### src/rtl/execute_md.sv
// Execute stage with single-cycle ALU plus an iterative RV32M multiply unit; the
// optional restoring divider is compiled in when EXE_DIV_EN is defined.
module execute_md #(
    parameter int N   = 32,
    parameter int BPC = 1
) (
    input  logic         clk,
    input  logic         rst,
    input  logic         regEn,
    input  logic         in_valid,
    input  logic [N-1:0] NPCin,
    input  logic [N-1:0] A,
    input  logic [N-1:0] B,
    input  logic [N-1:0] Imm,
    input  logic         muxSel,
    input  logic [4:0]   aluControl,
    output logic         busy,
    output logic         out_valid,
    output logic [N-1:0] NPCbranch,
    output logic [N-1:0] ALUres,
    output logic [N-1:0] Bout,
    output logic         zero
);
    localparam int ITER = N / BPC;
    localparam int CW   = $clog2(ITER + 1);
    localparam int SW   = $clog2(N);

    typedef enum logic {S_IDLE, S_RUN} state_t;
    state_t state, state_nx;

    logic [N-1:0]    op2, alu_res, a_mag, b_mag;
    logic [SW-1:0]   shamt;
    logic            is_mul, is_div, is_multi, a_signed, b_signed, a_neg, b_neg;
    logic [N-1:0]    acc, lo, mb, acc_nx, lo_nx, fin;
    logic [N:0]      sum;
    logic [2*N-1:0]  prod, prod_s;
    logic [1:0]      op_code;
    logic            neg, last;
    logic [CW-1:0]   cnt;
`ifdef EXE_DIV_EN
    logic            op_div, neg_r, div0;
    logic [N-1:0]    orig_a, quo, rem;
    logic [N:0]      sh;
`endif

    assign op2      = muxSel ? Imm : B;
    assign shamt    = op2[SW-1:0];
    assign is_mul   = (aluControl[4:2] == 3'b100);
`ifdef EXE_DIV_EN
    assign is_div   = (aluControl[4:2] == 3'b101);
`else
    assign is_div   = 1'b0;
`endif
    assign is_multi = is_mul | is_div;
    assign busy     = (state == S_RUN);
    assign last     = (cnt == CW'(1));

    // mul/mulh treat both operands as signed, mulhsu only A; div/rem signed on even codes.
    assign a_signed = is_mul ? (aluControl[1:0] != 2'b11) : ~aluControl[0];
    assign b_signed = is_mul ? ~aluControl[1] : ~aluControl[0];
    assign a_neg    = a_signed & A[N-1];
    assign b_neg    = b_signed & op2[N-1];
    assign a_mag    = a_neg ? -A : A;
    assign b_mag    = b_neg ? -op2 : op2;

    always_comb begin
        alu_res = '0;
        case (aluControl)
            5'b00001: alu_res = A + op2;
            5'b00010: alu_res = A - op2;
            5'b00011: alu_res = A & op2;
            5'b00100: alu_res = A | op2;
            5'b00101: alu_res = A ^ op2;
            5'b00110: alu_res = A << shamt;
            5'b00111: alu_res = A >> shamt;
            5'b01000: alu_res = $signed(A) >>> shamt;
            5'b01001: alu_res = {{(N-1){1'b0}}, $signed(A) < $signed(op2)};
            5'b01010: alu_res = {{(N-1){1'b0}}, A < op2};
            5'b01011: alu_res = {{(N-1){1'b0}}, $signed(A) <= $signed(op2)};
            5'b01100: alu_res = {{(N-1){1'b0}}, A == op2};
            default:  alu_res = '0;
        endcase
    end

    // BPC sub-steps per cycle on the shared {acc, lo} pair: shift-add for
    // multiply (lo holds the multiplier), restoring division otherwise.
    always_comb begin
        acc_nx = acc;
        lo_nx  = lo;
        sum    = '0;
`ifdef EXE_DIV_EN
        sh     = '0;
`endif
        for (int i = 0; i < BPC; i++) begin
`ifdef EXE_DIV_EN
            if (op_div) begin
                sh    = {acc_nx, lo_nx[N-1]};
                lo_nx = {lo_nx[N-2:0], 1'b0};
                if (sh >= {1'b0, mb}) begin
                    sh       = sh - {1'b0, mb};
                    lo_nx[0] = 1'b1;
                end
                acc_nx = sh[N-1:0];
            end else begin
`endif
                sum    = {1'b0, acc_nx} + (lo_nx[0] ? {1'b0, mb} : {(N+1){1'b0}});
                acc_nx = sum[N:1];
                lo_nx  = {sum[0], lo_nx[N-1:1]};
`ifdef EXE_DIV_EN
            end
`endif
        end
    end

    assign prod   = {acc_nx, lo_nx};
    assign prod_s = neg ? -prod : prod;

`ifdef EXE_DIV_EN
    // Divide by zero bypasses the sign fix-up; signed overflow falls out naturally.
    assign quo = div0 ? {N{1'b1}} : (neg ? -lo_nx : lo_nx);
    assign rem = div0 ? orig_a : (neg_r ? -acc_nx : acc_nx);
    assign fin = op_div ? (op_code[1] ? rem : quo)
                        : ((op_code == 2'b00) ? prod_s[N-1:0] : prod_s[2*N-1:N]);
`else
    assign fin = (op_code == 2'b00) ? prod_s[N-1:0] : prod_s[2*N-1:N];
`endif

    always_comb begin
        state_nx = state;
        case (state)
            S_IDLE:  if (regEn && in_valid && is_multi) state_nx = S_RUN;
            S_RUN:   if (regEn && last) state_nx = S_IDLE;
            default: state_nx = S_IDLE;
        endcase
    end

    always_ff @(posedge clk) begin
        if (!rst) state <= S_IDLE;
        else      state <= state_nx;
    end

    always_ff @(posedge clk) begin
        if (!rst) begin
            out_valid <= 1'b0;
            NPCbranch <= '0;
            ALUres    <= '0;
            Bout      <= '0;
            zero      <= 1'b0;
            acc       <= '0;
            lo        <= '0;
            mb        <= '0;
            neg       <= 1'b0;
            op_code   <= '0;
            cnt       <= '0;
`ifdef EXE_DIV_EN
            op_div    <= 1'b0;
            neg_r     <= 1'b0;
            div0      <= 1'b0;
            orig_a    <= '0;
`endif
        end else if (regEn) begin
            out_valid <= 1'b0;
            if (state == S_IDLE && in_valid) begin
                NPCbranch <= NPCin + Imm;
                Bout      <= B;
                if (is_multi) begin
                    acc     <= '0;
                    lo      <= a_mag;
                    mb      <= b_mag;
                    neg     <= a_neg ^ b_neg;
                    op_code <= aluControl[1:0];
                    cnt     <= CW'(ITER);
`ifdef EXE_DIV_EN
                    op_div  <= is_div;
                    neg_r   <= a_neg;
                    div0    <= (op2 == '0);
                    orig_a  <= A;
`endif
                end else begin
                    ALUres    <= alu_res;
                    zero      <= (alu_res == '0);
                    out_valid <= 1'b1;
                end
            end else if (state == S_RUN) begin
                acc <= acc_nx;
                lo  <= lo_nx;
                cnt <= cnt - CW'(1);
                if (last) begin
                    ALUres    <= fin;
                    zero      <= (fin == '0);
                    out_valid <= 1'b1;
                end
            end
        end
    end
endmodule

### config.mk
export PLATFORM = sky130hd
export DESIGN_NAME = execute_md
export DESIGN_NICKNAME = d
export VERILOG_FILES = /design/src/rtl/execute_md.sv
export SDC_FILE = /design/constraint.sdc
export NUM_CORES = 1
export LEC_CHECK = 0
export CAP_MARGIN = 20
export CELL_PAD_IN_SITES_DETAIL_PLACEMENT = 1
export CELL_PAD_IN_SITES_GLOBAL_PLACEMENT = 2
export CORE_AREA = 10 10 279 281
export CTS_CLUSTER_SIZE = 25
export DETAILED_ROUTE_END_ITERATION = 8
export DIE_AREA = 0 0 289 291
export GPL_TIMING_DRIVEN = 0
export PLACE_DENSITY = 0.83
export SYNTH_ARGS = -nofsm -noshare
export SYNTH_HDL_FRONTEND = slang
export SYNTH_SLANG_ARGS = --single-unit
export TNS_END_PERCENT = 100
### constraint.sdc
create_clock -name clk -period 9.09 [get_ports clk]
set_input_delay 2.727 -clock clk [delete_from_list [all_inputs] [get_ports clk]]
set_output_delay 2.727 -clock clk [all_outputs]
set_load 0.005 [all_outputs]
* Yosys cells after proc, flatten, opt, wreduce, memory -nomap -nowiden
Cells that the tools add are included.
** Storage, ports and cells
- Word-level logic and storage cells :: 99
- Output and inout bits :: 99
- Input port bits :: 138
- Register bits after elaboration :: 204
** Cells by class
- Eq/ne operators :: 18
- Reduce and logical (&&, ||, !) cells :: 13
- Multiplexer cells :: 33
- Shifts and indexed selects :: 3
- $add $sub $neg :: 8
- Magnitude comparators :: 3
- Bitwise logic cells :: 9
** Operators with widths (count)
- $mux 32 :: 15
- $pmux 32 s12 :: 1
- $add 32x32->32 :: 2
- $logic_not 32->1 :: 2
- $lt 32x32->1 :: 2
- $mux 64 :: 1
- $neg 32->32 :: 2
- $neg 64->64 :: 1
- $add 32x32->33 :: 1
- $and 32x32->32 :: 1
- $eq 32x32->1 :: 1
- $le 32x32->1 :: 1
- $or 32x32->32 :: 1
- $shl 32x5->32 :: 1
- $shr 32x5->32 :: 1
- $sshr 32x5->32 :: 1
- $sub 32x32->32 :: 1
- $xor 32x32->32 :: 1
- $eq 5x4->1 const B :: 5
- $eq 5x3->1 const B :: 4
- $mux 6 :: 3
- $mux 1 :: 12
- $eq 5x2->1 const B :: 2
- $eq 6x1->1 const B :: 1
- 14 further kinds :: 24

* Longest topological paths before layout
- Depth in word-level cells :: 9
- Mapped depth :: 22
- Mapped depth without buffers :: 17

* Least setup slack after synthesis
OpenSTA, ideal clock, no wires.
- Path type :: input port to flip-flop
- From :: input muxSel
- To :: register zero
- Data arrival time :: 8.013 ns
- Stages :: 21
- Setup slack :: 1.008 ns
- Library setup time :: 0.069 ns
- Required time :: 9.021 ns
- Cells stage by stage :: buf_2 buf_1 mux2i_1 clkbuf_1 buf_1 clkbuf_1 ha_1 clkbuf_1 nor4_1 o31ai_1 a311oi_1 o21ai_0 a41oi_1 nor3_1 or4b_1 a21boi_0 or4b_2 or4_1 nor2_1 a31oi_1 o21ai_1
** On the way
- Cells in the longest elaborated chain, start to end :: 6
- Elaborated cells between the ends (all ways) :: 17
- Those cells by class :: 2 x add/sub; 3 x order compare; 1 x eq/ne; 3 x shift; 4 x mux; 3 x bitwise; 1 x reduce/logical
** Ends and longest elaborated chain
- start: declaration :: RTL line 15 : input logic muxSel,
- $mux 32 * :: RTL line 46 : assign op2 = muxSel ? Imm : B;
- $sub 32x32->32, or another cell as far along :: RTL line 70 : 5'b00010: alu_res = A - op2;
- $pmux 32 s12 * :: RTL line 68 : case (aluControl)
- $logic_not 32->1 * :: RTL line 181 : zero <= (alu_res == '0);
- $mux 1 * :: RTL line 166 : if (is_multi) begin
- $mux 1 * :: RTL line 163 : if (state == S_IDLE && in_valid) begin
- end signal: assignment :: RTL line 181
- end signal: assignment :: RTL line 190 : zero <= (fin == '0);
- end: declaration :: RTL line 22 : output logic zero
Mark *: on every way between the ends. The rest lies on a longest branch, timed or not. The select of a mux whose other input is x is not followed.
A chain may end at the register's enable or synchronous reset.

* Final worst setup path
- From :: input Imm[3]
- To :: register zero
** On the way
- Cells in the longest elaborated chain, start to end :: 6
- Elaborated cells between the ends (all ways) :: 17
- Those cells by class :: 2 x add/sub; 3 x order compare; 1 x eq/ne; 3 x shift; 4 x mux; 3 x bitwise; 1 x reduce/logical
** Ends and longest elaborated chain
- start: declaration :: RTL line 14 : input logic [N-1:0] Imm,
- $mux 32 * :: RTL line 46
- $sub 32x32->32, or another cell as far along :: RTL line 70
- $pmux 32 s12 * :: RTL line 68
- $logic_not 32->1 * :: RTL line 181
- $mux 1 * :: RTL line 166
- $mux 1 * :: RTL line 163
Marked as above.

==> run summary <==
outcome: finished with violations
failing checks: negative setup slack
Power Internal: 2160 uW
Die ar.: 84100 um^2
Post-synth EDFFs: 0
synth cell count leaders: nand2_1 (422), nor2_1 (317), a21oi_1 (316)
TritonCTS Buffers: 26
Die X: 289 um
share of layout cells above drive strength 1: 6.33%
IR drop worst, VDD: 0.136 mV
# IOs: 237
largest area contributor in the synthesized netlist: dfxtp_1
Setup WS pre-CTS: -2360 ps
placed inst area: 28000 um^2
vias post-DR: 29500
Least-Margin Pin Slew: 1260 ps
core area: 72300 um^2
leakage: 0.0110 uW
crit path time final: 9200 ps
cell area after synthesis: 24400 um^2
row count: 99
top-count cell post-synth: nand2_1
die height: 291 um
crit-path max FO: 10
GP Congestion: 1.08
post-synth top area share: 16.8%
Worst slew margin: 15.7%
GRT Overall Usage: 35.1%
global route overflow: 0
unrepaired setup endpoints after global routing: no
Startpoint Class: input port
Post-DP HPWL: 128 mm
CTS tree: yes
crit-path cells: clkdlybuf4s50_1 > mux2i_2 > clkbuf_2 > clkinv_2 > clkbuf_1 > clkbuf_2 > ha_1 > a21oi_1 > a21oi_1 > o31a_1 > a21oi_2 > o211ai_1 > a221oi_1 > mux2i_1 > nand4b_1 > or4b_2 > or4_1 > nor2_1 > a31oi_1 > o21ai_1
Max stage delay on crit path: 750 ps
area grow syn2layout: 19.7%
Final Cell Area: 29200 um^2
WP data required: 9570 ps
pin count of the biggest net entering global routing: 22
post-route ant nets: 0
vias in the first global route: 29100
clock root cell: clkbuf_16
sequential share of power: 25.8%
Final setup viols: 1
Top Family by Delay on Critical Path: buffers and inverters
Reg-to-Reg Start: lo[0]$_SDFFE_PN0P_
WL per Instance: 33.6 um
max-slew violations: 0
flop-to-flop setup slack: 3150 ps
critical path depth: 20
CP endpoint kind: register
Starting Density: 33.7%
Max Fclk: 109 MHz
worst skew pair latency: 580 ps
worst hold margin: 450 ps
combinational share of power: 42.0%
clock skew: 37.7 ps
H-tree depth: 1
Syn Inst Count: 3342
critical path launch point: Imm[3]
Routed WL: 155 mm
post-synthesis async set-or-reset flop share: 0%
initial antenna violation count: 10
DRC Markers: 0
clock share of power: 32.2%
Synth area leaders: dfxtp_1 (17%), ha_1 (8.5%), nand2_1 (6.5%), a21oi_1 (6.5%), mux4_2 (6.2%)
initial drt markers: 3265
CP max stage cell: or4b_2
crit path to: zero$_SDFFE_PN0P_
PD cells: 126 nW/um^2
Buf/Inv on CP: 5
min-delay src: mb[20]$_SDFFE_PN0P_
clk sinks: 204
mean post-synth cell area: 7.29 um^2
Max Cap Viol: 0
clock transition at the registers of the reported paths: 60 ps
number of distinct library cells after synthesis: 92
Worst R2R Path Depth: 17
syn_nets: 3649
reg2reg end: zero$_SDFFE_PN0P_
vias per cell: 6.42
I/O Buffers: 233
WP data arrival: 9680 ps
register area share after synthesis: 16.8%
final worst-path cycle share: 101%
clock buffer depth: 3
crit path kind: input port to register
TritonRoute pass-1 iters: 6
Yosys warnings: 0
#FFs+latches synth: 204
setup TNS: -111 ps
final setup margin: -111 ps
Sw Pwr: 1510 uW
Final nets: 3923
switching share of power: 41.1%
first-pass GRT wire length: 218 mm
HP Class: register to register
Synth Flop Type: dfxtp_1
final hold vios: 0
==> stage by stage <==
step	total power, uW	std cells	utilization (%)
5_1_grt	3780	4597	40.3
3_5_place_dp	2420	4548	38.8
2_1_floorplan	1770	3342	-
4_1_cts	3600	4591	40.2
6_report	3670	4601	40.3
3_3_place_gp	2410	4534	38.6
==> cell usage in the layout, fill, tap and decap left out, drive strengths merged, types with 29 or more instances in the layout <==
cell type,Yosys,routed
a211oi,64,64
a21o,32,32
a21oi,316,316
a222oi,29,29
a22oi,51,51
a31oi,37,37
and2,57,57
buf,36,52
clkbuf,220,248
clkdlybuf4s50,0,233
dfxtp,204,204
ha,165,165
inv,126,126
mux2i,87,87
mux4,67,67
nand2,422,422
nand3,76,76
nand4,35,35
nor2,317,317
nor3,81,81
nor4,35,35
o211ai,38,38
o21ai,160,160
o31ai,44,44
or3,36,36
xnor2,120,120
xor2,44,44
==> worst min path at each step <==
stage,to,depth (start not counted),slack (ps)
4_1_cts,mb[18]$_SDFFE_PN0P_,2,450
3_3_place_gp,mb[14]$_SDFFE_PN0P_,2,440
3_5_place_dp,mb[18]$_SDFFE_PN0P_,2,440
2_1_floorplan,mb[11]$_SDFFE_PN0P_,2,430
5_1_grt,Bout[6]$_SDFFE_PN0P_,2,470
6_report,mb[20]$_SDFFE_PN0P_,2,450
==> cell families (layout without fill, tap and decap cells) <==
family / after synthesis / in the layout / synth area share, %
AND/OR/NAND/NOR: 1202 / 1202 / 23.2
AO/OA/AOI/OAI: 1055 / 1055 / 29.1
buffers and inverters: 385 / 679 / 5.99
flip-flops: 204 / 204 / 16.8
adder cells (fa/ha/maj): 169 / 169 / 8.80
XOR/XNOR: 164 / 164 / 5.89
multiplexers: 163 / 163 / 10.2
other: 0 / 6 / 0
==> timing repair <==
| item | 4_1_cts | 5_1_grt |
|---|---|---|
| cloned | 0 | 0 |
| buffers inserted | 3 | 3 |
| resized for setup | 36 | 9 |
| hold buffers | 0 | 0 |
| endpoints found under the setup margin | 22 | 1 |
==> metal layers <==
metal | GRT usage [%] | vias to the layer above | routed length [um] | share of wire (%)
met5 | 0 | - | 32 | 0.021
met4 | 15.9 | 6 | 8220 | 5.3
met3 | 8.32 | 314 | 14100 | 9.1
met2 | 54.5 | 1449 | 68100 | 44
met1 | 45.5 | 14800 | 64300 | 42
li1 | - | 13000 | - | -
==> area by class of cell <==
type | instances | area, um^2
inverters | 129 | 489
clock inverters | 15 | 253
fillers | 9036 | 43200
flip-flops and latches | 204 | 4080
diodes | 6 | 15.0
plain buffers | 248 | 987
repair buffers | 254 | 2510
clock buffers | 33 | 707
multi-input cells | 2753 | 18900
well taps | 959 | 1200
==> sequential cells by signal (all words and copies together) (netlist names) <==
name / flops
ALUres: 32
Bout: 32
NPCbranch: 32
acc: 32
busy: 1
cnt: 6
lo: 32
mb: 32
neg: 1
op_code: 2
out_valid: 1
zero: 1
==> power by group through the flow <==
stage	registers, uW	clock network [uW]	logic, uW
2_1_floorplan	963	0	805
3_3_place_gp	965	0	1450
3_5_place_dp	966	0	1450
4_1_cts	947	1190	1470
5_1_grt	950	1230	1590
6_report	947	1180	1540
==> worst min-delay path: stages (launching register included) <==
cell     delay (ps)
dfxtp_1         300
nand2_1          50
a21oi_1          50
(Power assumes the default switching activity.)
